--- config.mk ---
export PLATFORM = sky130hd
export DESIGN_NAME = ecall_io_unit
export DESIGN_NICKNAME = d
export VERILOG_FILES = /design/src/rtl/ecall_pkg.sv /design/src/rtl/btn_debounce.sv /design/src/rtl/ecall_io_unit.sv
export SDC_FILE = /design/constraint.sdc
export NUM_CORES = 1
export LEC_CHECK = 0
export CORE_UTILIZATION = 25
export DETAILED_ROUTE_END_ITERATION = 10
export PLACE_DENSITY_LB_ADDON = 0.08
export RECOVER_POWER = 50
export SLEW_MARGIN = 30
export SYNTH_ARGS = -nofsm -noshare
export SYNTH_HDL_FRONTEND = slang
export SYNTH_SLANG_ARGS = --single-unit
--- constraint.sdc ---
create_clock -name clk -period 2.2 [get_ports clk]
set_input_delay 0.55 -clock clk [delete_from_list [all_inputs] [get_ports clk]]
set_output_delay 0.55 -clock clk [all_outputs]
set_load 0.005 [all_outputs]
--- src/rtl/ecall_pkg.sv ---
// Shared definitions for the ecall I/O unit: service codes, FSM state encoding
// and the ecall opcode.
package ecall_pkg;

    localparam logic [31:0] ECALL_OPCODE  = 32'h0000_0073;

    localparam logic [31:0] SVC_PRINT_INT = 32'd1;
    localparam logic [31:0] SVC_READ_INT  = 32'd5;
    localparam logic [31:0] SVC_EXIT      = 32'd10;

    typedef enum logic [2:0] {
        IDLE       = 3'd0,
        WAIT_REL   = 3'd1,
        WAIT_PRESS = 3'd2,
        DEBOUNCE   = 3'd3,
        WRITEBACK  = 3'd4,
        HALT       = 3'd5
    } state_t;

    function automatic logic is_ecall(input logic [31:0] instr);
        return instr == ECALL_OPCODE;
    endfunction

endpackage

--- src/rtl/btn_debounce.sv ---
// Confirm-button debouncer: counts consecutive high cycles while armed and
// flags a stable press once DEBOUNCE_CYCLES is reached.
module btn_debounce #(
    parameter int DEBOUNCE_CYCLES = 20
) (
    input  logic clk,
    input  logic reset,
    input  logic btn,
    input  logic arm,
    output logic pressed,
    output logic released
);

    localparam int CW = $clog2(DEBOUNCE_CYCLES + 1);
    localparam logic [CW-1:0] CNT_MAX = CW'(DEBOUNCE_CYCLES);
    localparam logic [CW-1:0] CNT_ONE = CW'(1);

    logic [CW-1:0] cnt;

    // NOTE: sequential state uses non-blocking assignments so every flop
    // samples pre-edge values, independent of process evaluation order.
    always_ff @(posedge clk or negedge reset) begin
        if (!reset) begin
            cnt <= '0;
        end else if (!arm) begin
            cnt <= '0;
        end else if (cnt == CNT_MAX) begin
            cnt <= cnt;                 // saturate, never wrap
        end else if (!btn) begin
            cnt <= '0;                  // bounce restarts the full count
        end else begin
            cnt <= cnt + CNT_ONE;
        end
    end

    assign pressed  = arm && (cnt == CNT_MAX);
    assign released = ~btn;

endmodule

--- src/rtl/ecall_io_unit.sv ---
// ecall service unit for the single-cycle RV32 core: PRINT_INT, READ_INT, EXIT.
// Define ECALL_SIGNED_READ_EN to sign-extend switch reads (default: zero-extend).
module ecall_io_unit
    import ecall_pkg::*;
#(
    parameter int DEBOUNCE_CYCLES = 20,
    parameter int SW_W            = 16
) (
    input  logic            clk,
    input  logic            reset,
    input  logic            ecall_valid,
    input  logic [31:0]     a7,
    input  logic [31:0]     a0,
    input  logic [SW_W-1:0] sw_in,
    input  logic            confirm_btn,
    output logic            stall,
    output logic            wb_valid,
    output logic [31:0]     wb_data,
    output logic [31:0]     disp_data,
    output logic            disp_update,
    output logic            halted
);

    state_t state, state_n;

    logic        stall_c;
    logic        do_print;
    logic        do_capture;
    logic        arm;
    logic        pressed;
    logic        released;
    logic        ext_fill;
    logic [31:0] sw_ext;

    btn_debounce #(
        .DEBOUNCE_CYCLES(DEBOUNCE_CYCLES)
    ) u_debounce (
        .clk     (clk),
        .reset   (reset),
        .btn     (confirm_btn),
        .arm     (arm),
        .pressed (pressed),
        .released(released)
    );

`ifdef ECALL_SIGNED_READ_EN
    assign ext_fill = sw_in[SW_W-1];
`else
    assign ext_fill = 1'b0;
`endif

    // Per-bit generate keeps SW_W == 32 legal (no zero-width replication).
    for (genvar i = 0; i < 32; i++) begin : g_ext
        if (i < SW_W) begin : g_sw
            assign sw_ext[i] = sw_in[i];
        end else begin : g_fill
            assign sw_ext[i] = ext_fill;
        end
    end

    always_ff @(posedge clk or negedge reset) begin
        if (!reset) begin
            state <= IDLE;
        end else begin
            state <= state_n;
        end
    end

    // NOTE: every output of this block gets a default first so no path
    // through the case statement leaves a signal unassigned (no latches).
    always_comb begin
        state_n    = state;
        stall_c    = 1'b0;
        wb_valid   = 1'b0;
        do_print   = 1'b0;
        do_capture = 1'b0;
        arm        = 1'b0;

        case (state)
            IDLE: begin
                if (ecall_valid) begin
                    if (a7 == SVC_PRINT_INT) begin
                        do_print = 1'b1;
                    end else if (a7 == SVC_READ_INT) begin
                        stall_c = 1'b1;
                        state_n = WAIT_REL;
                    end else if (a7 == SVC_EXIT) begin
                        state_n = HALT;
                    end
                end
            end
            WAIT_REL: begin
                stall_c = 1'b1;
                if (released) state_n = WAIT_PRESS;
            end
            WAIT_PRESS: begin
                stall_c = 1'b1;
                arm     = 1'b1;
                if (confirm_btn) state_n = DEBOUNCE;
            end
            DEBOUNCE: begin
                stall_c = 1'b1;
                arm     = 1'b1;
                if (pressed) begin
                    do_capture = 1'b1;
                    state_n    = WRITEBACK;
                end else if (released) begin
                    state_n = WAIT_PRESS;
                end
            end
            WRITEBACK: begin
                wb_valid = 1'b1;
                state_n  = IDLE;
            end
            HALT: begin
                stall_c = 1'b1;
            end
            default: begin
                state_n = IDLE;
            end
        endcase
    end

    // Gated by reset so the core is released the instant reset asserts.
    assign stall  = stall_c & reset;
    assign halted = (state == HALT);

    always_ff @(posedge clk or negedge reset) begin
        if (!reset) begin
            wb_data     <= '0;
            disp_data   <= '0;
            disp_update <= 1'b0;
        end else begin
            disp_update <= do_print;
            if (do_print)   disp_data <= a0;
            if (do_capture) wb_data   <= sw_ext;
        end
    end

endmodule

### Yosys cells after proc, flatten, opt, wreduce, memory -nomap -nowiden

Index checks and enable logic that the tools add are counted.

* equality and inequality tests: 14
* div/mod/pow operators: 0
* reduce and logical (&&, ||, !) cells: 5
* muxes and demuxes: 22
* $mul: 0
* $add $sub $neg: 1
* $lt $le $gt $ge: 0
* shifts and indexed selects: 0
* bitwise gates (word level): 2

Operators with widths (number)
* 32-bit by 1-bit == test with 1-bit output (second input constant): 1
* 32-bit by 3-bit == test with 1-bit output (second input constant): 1
* 32-bit by 4-bit == test with 1-bit output (second input constant): 1
* 3-bit 2-to-1 mux: 7
* 5-bit 2-to-1 mux: 3
* 3-bit one-hot mux with 5 select lines: 1
* 1-bit 2-to-1 mux: 10
* 2-bit != test (second input constant): 4
* 3-bit by 2-bit == test with 1-bit output (second input constant): 2
* 3-bit == test (second input constant): 2
* 5-bit by 1-bit adder with 5-bit output (second input constant): 1
* 5-bit == test (second input constant): 1
* 5-bit AND reduction: 1
* 4-bit OR reduction: 1
* 3-bit by 1-bit == test with 1-bit output (second input constant): 1
* 3-bit logical NOT: 1
* 3-bit != test (second input constant): 1
* 1-bit one-hot mux with 2 select lines: 1
* 2-bit OR reduction: 1
* 1-bit bitwise AND: 1
* 1-bit logical AND: 1
* 1-bit inverter: 1

* memories: 0
* register bits after elaboration: 57
* input port bits: 84
* memory bits (read-only): 0
* output and inout bits: 68
* bits in latches: 0
* bits in writable memories: 0

### Depth between registers and ports, before layout

Gate-level depths: netlist (run 1).

* depth after elaboration: 6
* gate-level depth with buffers: 6

### Hierarchy

From an unflattened synthesis (run 1), not the netlist that was laid out.

* cell total of the unflattened synthesis: 190
* area, all modules: 2568.7 sq um

Modules (own cells, without submodules)
* ecall_io_unit: cells each 164, area each 2287.2 sq um, instances 1
* btn_debounce: cells each 26, area each 281.5 sq um, instances 1

### Worst setup path after synthesis (run 1)

Ideal clock, no wire load.

* path type: input to output
* start point: input a7[14]
* end point: output stall
* path slack: 147 ps
* path buffers: 0
* stages: 4
* required time: 1650 ps
* data arrival time: 1503 ps
* cell sequence: nor4_1 > nand4_1 > nor4_1 > o31a_1

* longest elaborated chain between the ends: 6

RTL lines
* from (decl): RTL line ecall_io_unit.sv:12 `input logic [31:0] a7,`
* 32-bit by 3-bit == test with 1-bit output: RTL line ecall_io_unit.sv:84 `end else if (a7 == SVC_READ_INT) begin`
* 1-bit 2-to-1 mux: RTL line ecall_io_unit.sv:84
* 1-bit 2-to-1 mux (*): RTL line ecall_io_unit.sv:82 `if (a7 == SVC_PRINT_INT) begin`
* 1-bit 2-to-1 mux (*): RTL line ecall_io_unit.sv:81 `if (ecall_valid) begin`
* 1-bit one-hot mux with 2 select lines (*): RTL line ecall_io_unit.sv:79 `case (state)`
* 1-bit bitwise AND (*): RTL line ecall_io_unit.sv:125 `assign stall = stall_c & reset;`
* to (decl): RTL line ecall_io_unit.sv:16 `output logic stall,`

Every way passes the cells marked *; elsewhere a longest branch is shown, timed or not.

### Worst setup path in the final report (run 1)

* start point: input a7[27]
* end point: output stall

The elaborated chain is that of the path after synthesis.

==> run summary, run 1 <==
- Std-Cell Core Area: 9910 um2
- sinks on the clock net: 57
- total net switching power: 0.628 mW
- worst-case hold slack: 0.491 ns
- number of detailed-route iterations in the first pass: 4
- Critical Path Sink Type: output port
- CTS max path bufs: 2
- depth of the most critical reg-to-reg path: 7
- synthesized-area fraction occupied by ao, oa, aoi and oai cells: 4.78%
- largest family of logic cells by synthesized area: multiplexers
- wire length of the first global-routing pass: 11.4 mm
- total routing usage reported by global routing: 13.8%
- number of enable flip-flop cells after synthesis: 0
- Yosys warning total: 0
- number of placed I/O pins: 152
- synthesized-area fraction occupied by adder cells: 0.967%
- post-synthesis sequential element count: 57
- Peak Freq: 459 MHz
- Starting DRT DRC Count: 62
- Final Critical Period: 2.18 ns
- DRC Markers: 0
- mux cell area share after synthesis: 21.3%
- launching element type of the critical path: primary input
- setup repair after global routing missed its margin: yes
- type of the worst setup path: primary input to output port
- number of slew-limit violations in the final report: 0
- fraction of power consumed by combinational cells: 17.8%
- standard-cell row count: 36
- Worst Max-Slew Pin Slew: 1.47 ns
- weighted congestion at the end of routability-driven global placement: 0.723
- status: complete, no violations
- synthesized-area fraction occupied by and/or/nand/nor cells: 9.42%
- CTS tree: done
- critical path arrival: 1.63 ns
- largest net degree at the start of global routing: 58
- required time at the worst-slack endpoint: 1.65 ns
- clock-pin slew reported for the worst setup and hold paths after clock tree synthesis: 0.06 ns
- total number of nets in the final design: 441
- Maximum Capacitance Violations: 0
- Hold Path Depth: 1
- cell area power density: 533 nW/um2
- Tcrit/Tclk final: 99.0%
- clock network power share: 36.0%
- via count of the first global-routing pass: 2163
- effective utilization at floorplan: 26.1%
- half-perimeter wire length after detailed placement: 4.71 mm
- headroom to the max-slew limit: 2.30%
- sequential power share: 46.2%
- Reg2Reg Setup Slack: 0.22 ns
- Max VDD drop: 234 uV
- post-synthesis instance area: 2590 um2
- floorplan die height: 104 um
- setup violation total in the final timing report: 0
- maximum net fanout on the critical path: 2
- worst clock skew: 0.0103 ns
- Static Leakage: 2.07 nW
- async set-or-reset flop fraction in the synthesized netlist: 100%
- antenna violations before repair: 0
- synthesized area per cell: 13.3 um2
- antenna violation net count after detailed routing: 0
- commonest register cell after synthesis: sky130_fd_sc_hd__dfrtp_1
- Die ar.: 10800 um2
- post-detailed-route via-to-cell ratio: 4.29
- wire length per cell: 14.7 um
- area growth from synthesis to layout: 74.9%
- Synth Instances: 195
- sum of negative setup slack: 0 ns
- number of distinct library cells after synthesis: 36
- WL final: 7.22 mm
- Skew-Pair Late Insertion Delay: 0.33 ns
- count of buffers from port buffering: 135
- cell internal power dissipation: 1.79 mW
- register area share after synthesis: 55.1%
- count of inserted antenna diode cells: 0
- via total after detailed routing: 2105
- final count of hold timing violations: 0
- buffer cell driving the clock tree root: sky130_fd_sc_hd__clkbuf_8
- Sw Share: 26.0%
- kind of path behind the tightest hold check: flip-flop to flip-flop
- H-Tree Level Count: 3
- worst setup slack after layout: 0.0226 ns
- fraction of layout cells with a size suffix above 1: 33.5%
- clock buffers created by TritonCTS: 9
- fill cell total of the finished layout: 960
- pre-CTS setup slack: -0.771 ns
- total gr overflow: 0
- XOR/XNOR Fraction of Synth Area: 0.677%
- overall die width: 104 um
## power by group through the flow
stage / Clock [mW] / Sequential [mW] / Combinational [mW]
2_1_floorplan: 0 / 1.10 / 0.226
3_3_place_gp: 0 / 1.13 / 0.424
3_5_place_dp: 0 / 1.13 / 0.422
4_1_cts: 0.912 / 1.11 / 0.415
5_1_grt: 0.949 / 1.12 / 0.477
6_report: 0.869 / 1.12 / 0.430
## layout make-up
type / count / area [um2] / share of cell area (%)
multi-input cells: 126 / 1210 / 26.7
flip-flops and latches: 57 / 1430 / 31.6
well taps: 133 / 166 / 3.68
inverters: 4 / 15.0 / 0.332
repair buffers: 157 / 1540 / 34.0
clock inverters: 3 / 17.5 / 0.387
clock buffers: 11 / 151 / 3.34
## timing repair
item	CTS	global route
hold buffers	0	0
pin swaps	13	12
setup buffers	11	2
gates resized for setup	95	37
endpoints found under the setup margin	34	35
cloned	3	1
## registers in the layout, summed over array words and instances, names as in the netlist
| register | flops |
|---|---|
| disp_data | 32 |
| wb_data | 16 |
| u_debounce.cnt | 5 |
| state | 3 |
| disp_update | 1 |
## stage by stage
step | power (mW) | utilization [%] | area [um2] | cells
after global routing | 2.55 | 45.7 | 4530 | 491
after floorplan | 1.33 | - | 2650 | 210
final | 2.41 | 45.7 | 4530 | 491
after CTS | 2.44 | 44.8 | 4440 | 490
after detailed placement | 1.55 | 41.2 | 4080 | 467
after global placement | 1.55 | 41.2 | 4080 | 467
## worst paths after layout
kind / start / endpoint
max: a7[27] / stall
min: disp_data[4]$_DFFE_PN0P_ / disp_data[4]$_DFFE_PN0P_
max reg2reg: state[2]$_DFFE_PN0P_ / disp_data[28]$_DFFE_PN0P_
min reg2reg: disp_data[4]$_DFFE_PN0P_ / disp_data[4]$_DFFE_PN0P_
max in group asynchronous: reset / state[1]$_DFFE_PN0P_
min in group asynchronous: reset / disp_data[15]$_DFFE_PN0P_
## cell usage in the layout, fill, tap and decap left out, types with 3 or more instances in the layout
| master | n |
|---|---|
| sky130_fd_sc_hd__a21oi_1 | 4 |
| sky130_fd_sc_hd__buf_16 | 3 |
| sky130_fd_sc_hd__buf_2 | 6 |
| sky130_fd_sc_hd__buf_4 | 13 |
| sky130_fd_sc_hd__buf_6 | 8 |
| sky130_fd_sc_hd__clkbuf_2 | 10 |
| sky130_fd_sc_hd__clkbuf_8 | 11 |
| sky130_fd_sc_hd__clkdlybuf4s15_1 | 5 |
| sky130_fd_sc_hd__clkdlybuf4s50_1 | 101 |
| sky130_fd_sc_hd__conb_1 | 16 |
| sky130_fd_sc_hd__dfrtp_1 | 55 |
| sky130_fd_sc_hd__dlygate4sd2_1 | 3 |
| sky130_fd_sc_hd__dlymetal6s2s_1 | 4 |
| sky130_fd_sc_hd__inv_1 | 4 |
| sky130_fd_sc_hd__mux2_2 | 29 |
| sky130_fd_sc_hd__mux2_4 | 18 |
| sky130_fd_sc_hd__nand2_1 | 4 |
| sky130_fd_sc_hd__nand2b_1 | 4 |
| sky130_fd_sc_hd__nand3_1 | 3 |
| sky130_fd_sc_hd__nor3_1 | 3 |
| sky130_fd_sc_hd__nor4_2 | 3 |
| sky130_fd_sc_hd__nor4_4 | 5 |
| sky130_fd_sc_hd__o21ai_0 | 3 |
| sky130_fd_sc_hd__o31ai_1 | 3 |
## synthesized netlist by cell type, types with 2 or more instances
cell type,instances,area [um2]
sky130_fd_sc_hd__o31a_1,2,17.5
sky130_fd_sc_hd__nor3b_1,2,15.0
sky130_fd_sc_hd__inv_1,4,15.0
sky130_fd_sc_hd__a21oi_1,4,20.0
sky130_fd_sc_hd__mux2_1,2,22.5
sky130_fd_sc_hd__buf_4,17,128
sky130_fd_sc_hd__nand2_1,5,18.8
sky130_fd_sc_hd__nor4_1,8,50.1
sky130_fd_sc_hd__ha_1,2,25.0
sky130_fd_sc_hd__o21ai_0,3,15.0
sky130_fd_sc_hd__nand2b_1,4,25.0
sky130_fd_sc_hd__a211oi_1,2,15.0
sky130_fd_sc_hd__nor2b_1,2,12.5
sky130_fd_sc_hd__o31ai_1,3,22.5
sky130_fd_sc_hd__nor4bb_1,2,20.0
sky130_fd_sc_hd__mux2_2,47,529
sky130_fd_sc_hd__nand4b_1,2,17.5
sky130_fd_sc_hd__nor3_1,3,15.0
sky130_fd_sc_hd__nor2_1,2,7.51
sky130_fd_sc_hd__nand3_1,4,20.0
sky130_fd_sc_hd__dfrtp_1,57,1430
sky130_fd_sc_hd__buf_6,4,45.0
## worst max-delay path, cell delays in order
cell	delay, ns
sky130_fd_sc_hd__dlygate4sd2_1	0.24
sky130_fd_sc_hd__nor4_2	0.19
sky130_fd_sc_hd__nand3_2	0.17
sky130_fd_sc_hd__nor4_4	0.22
sky130_fd_sc_hd__o31a_1	0.14
sky130_fd_sc_hd__buf_2	0.11
## logic make-up (layout without fill, tap and decap cells)
logic type / count (synthesis) / count (layout)
flops: 57 / 57
buf+inv: 27 / 175
xor+xnor: 2 / 2
other cells: 1 / 16
fa+ha+maj: 2 / 2
mux: 49 / 49
compound gates: 18 / 18
simple gates: 39 / 39
## routing by layer
metal | track usage [%] | vias up | wire length [um]
met1 | 16.4 | 1010 | 3080
met5 | 0 | - | 0
met2 | 21.3 | 98 | 3360
met4 | 5.82 | 0 | 106
li1 | - | 989 | -
met3 | 6.48 | 8 | 678
(Power assumes the default switching activity.)
==> run 2, diff against run 1 <==
CAP_MARGIN = 20   (was unset)
==> results of run 2 <==
The final DEF is identical to that of run 1; final timing and power are the same.
==> run 3, diff against run 2 <==
CORE_UTILIZATION = 38   (was 25)
==> run 3 against run 2 <==
The flow now finishes with violations (DRC). Sequential power is essentially flat. Register-to-register slack lost 0.02 ns. Critical path depth is the same. Combinational power shrank 1%.
==> run summary, run 3 (same netlist as run 1, synthesis figures left out) <==
- status: finished, violations left, was complete, no violations
- violated checks: DRC
- top register by number of flip-flops: disp_data, unchanged
- DRC Markers: 15, was 0
- required time at the worst-slack endpoint: 1.65 ns, about the same
- antenna violations before repair: 0, unchanged
- metal1 wirelength: 2.49 mm, was 3.08 mm
- headroom to the max-slew limit: 8.09%, was 2.30%
- Max VDD drop: 560 uV, was 234 uV
- cell area power density: 614 nW/um2, was 533 nW/um2
- Tcrit/Tclk final: 95.5%, was 99.0%
- number of detailed-route iterations in the first pass: 11, was 4
- wire length per cell: 14.0 um, was 14.7 um
- wire length on met2: 2.74 mm, was 3.36 mm
- type of the worst setup path: primary input to output port, unchanged
- area growth from synthesis to layout: 61.4%, was 74.9%
- final count of hold timing violations: 0, unchanged
- number of placed instances, taps included: 413, was 467
- clock buffers created by TritonCTS: 9, unchanged
- H-Tree Level Count: 3, unchanged
- depth of the most critical reg-to-reg path: 7, unchanged
- maximum net fanout on the critical path: 2, unchanged
- Largest regs: disp_data x32, wb_data x16, u_debounce.cnt x5, unchanged
- count of buffers from port buffering: 135, unchanged
- CTS max path bufs: 2, unchanged
- count of inserted antenna diode cells: 0, unchanged
- post-detailed-route via-to-cell ratio: 4.75, was 4.29
- Levels on crit path: 6, unchanged
- total of hold buffers inserted after clock tree synthesis: 0, unchanged
- clock-pin slew reported for the worst setup and hold paths after clock tree synthesis: 0.07 ns, was 0.06 ns
- effective utilization at floorplan: 40.1%, was 26.1%
- sinks on the clock net: 57, unchanged
- setup repair after global routing missed its margin: no, was yes
- standard-cell row count: 29, was 36
- critical path arrival: 1.55 ns, was 1.63 ns
- total routing usage reported by global routing: 18.1%, was 13.8%
- via count of the first global-routing pass: 2152, was 2163
- highest metal used: met4, unchanged
- buffer cell driving the clock tree root: sky130_fd_sc_hd__clkbuf_8, unchanged
- flip-flop count of the largest register after layout: 32, unchanged
- Critical Path Sink Type: output port, unchanged
- met3 WL: 747 um, was 678 um
- slowest library cell on the worst path: sky130_fd_sc_hd__nor4_2, was sky130_fd_sc_hd__dlygate4sd2_1
- cells traversed along the worst timing path: clkbuf_2 -> nor4_2 -> nand3_1 -> nor4_2 -> o31a_1 -> buf_2, was dlygate4sd2_1 -> nor4_2 -> nand3_2 -> nor4_4 -> o31a_1 -> buf_2
- floorplan die height: 84.5 um, was 104 um
- pre-CTS setup slack: -0.745 ns, was -0.771 ns
- commonest non-fill, non-tap cells in the layout: sky130_fd_sc_hd__clkdlybuf4s50_1, sky130_fd_sc_hd__dfrtp_1, sky130_fd_sc_hd__mux2_2, unchanged
- Hold Path Depth: 1, unchanged
- total number of nets in the final design: 438, was 441
- Power, Total: 2.57 mW, was 2.41 mW
- worst clock skew: 0.00687 ns, was 0.0103 ns
- CTS tree: done, unchanged
- launching element type of the critical path: primary input, unchanged
- final standard cell utilization of the core: 64.7%, was 45.7%
- Starting DRT DRC Count: 78, was 62
- Std-Cell Core Area: 6460 um2, was 9910 um2
- wire length of the first global-routing pass: 9.91 mm, was 11.4 mm
- Peak Freq: 476 MHz, was 459 MHz
- leading cell type in the layout, fill and taps excluded: sky130_fd_sc_hd__clkdlybuf4s50_1, unchanged
- kind of path behind the tightest hold check: flip-flop to flip-flop, unchanged
- Skew-Pair Late Insertion Delay: 0.33 ns, about the same
- largest net degree at the start of global routing: 58, unchanged
- Die ar.: 7150 um2, was 10800 um2
- total gr overflow: 0, unchanged
- CP dominant cell by count: sky130_fd_sc_hd__nor4_2
- worst setup slack after layout: 0.0999 ns, was 0.0226 ns
- non-filler cells, final: 434, was 491
- CP Buf/Inv Count: 2, unchanged
- weighted congestion at the end of routability-driven global placement: 0.753, was 0.723
- setup violation total in the final timing report: 0, unchanged
- number of placed I/O pins: 152, unchanged
- Static Leakage: 2.01 nW, was 2.07 nW
- Final Critical Period: 2.10 ns, was 2.18 ns
- Worst Max-Slew Pin Slew: 1.38 ns, was 1.47 ns
- slowest cell delay on critical path: 0.27 ns, was 0.24 ns
- fraction of layout cells with a size suffix above 1: 31.9%, was 33.5%
- worst-case hold slack: 0.482 ns, was 0.491 ns
- Maximum Capacitance Violations: 0, unchanged
- number of slew-limit violations in the final report: 0, unchanged
- category of cells accounting for the largest share of critical-path delay: simple AND/OR/NAND/NOR gates, unchanged
- WL final: 6.06 mm, was 7.22 mm
- half-perimeter wire length after detailed placement: 4.47 mm, was 4.71 mm
- via total after detailed routing: 2062, was 2105
- overall die width: 84.5 um, was 104 um
- antenna violation net count after detailed routing: 0, unchanged
==> run 3: layout make-up <==
class                   instances  area (um2)
flip-flops and latches         57        1430
repair buffers                154        1360
well taps                      77        96.3
inverters                       4        15.0
clock inverters                 6        82.6
clock buffers                  10         128
fillers                       515        2280
multi-input cells             126        1070
==> run 3: metrics by stage <==
step / TNS [ns] / area, um2
after floorplan: 0 / 2650
after global placement: -12.07 / 4020
after detailed placement: -13.17 / 4020
after CTS: 0 / 4220
after global routing: 0 / 4180
final: 0 / 4180
==> run 3: path summary, 6_finish.rpt <==
path / from / to / slack, ns
hold reg to reg: disp_data[18]$_DFFE_PN0P_ / disp_data[18]$_DFFE_PN0P_ / 0.48
setup reg to reg: state[1]$_DFFE_PN0P_ / wb_data[0]$_DFFE_PN0P_ / 0.20
setup / recovery: a7[20] / stall / 0.1
hold / removal: disp_data[18]$_DFFE_PN0P_ / disp_data[18]$_DFFE_PN0P_ / 0.48
min in group asynchronous: reset / u_debounce.cnt[3]$_DFFE_PN0P_ / 0.76
max in group asynchronous: reset / state[1]$_DFFE_PN0P_ / 0.54
==> run 3: worst register-to-register path: stages, from the launching register on <==
cell,delay (ns)
sky130_fd_sc_hd__dfrtp_2,0.40
sky130_fd_sc_hd__buf_4,0.15
sky130_fd_sc_hd__nor2b_1,0.19
sky130_fd_sc_hd__buf_4,0.15
sky130_fd_sc_hd__nand2_1,0.06
sky130_fd_sc_hd__nor2_2,0.12
sky130_fd_sc_hd__clkbuf_1,0.42
sky130_fd_sc_hd__mux2_2,0.40
==> run 3: routing by layer <==
layer	vias to the layer above	global-route usage [%]
met4	0	9.24
met2	106	27.6
met1	959	21.8
li1	987	-
met3	10	7.77
met5	-	0
==> run 3: timing repair <==
item,4_1_cts,5_1_grt
buffers inserted,3,2
endpoints found under the setup margin,33,3
gates resized for setup,74,25
endpoints found under the hold margin,0,0
pin swaps,13,13
==> run 3: power breakdown <==
group          switching (mW)  internal, mW  leakage, nW
registers              0.0273          1.07        0.792
clock network           0.410         0.631        0.106
logic                   0.174         0.249         1.11
total                   0.611          1.96         2.01
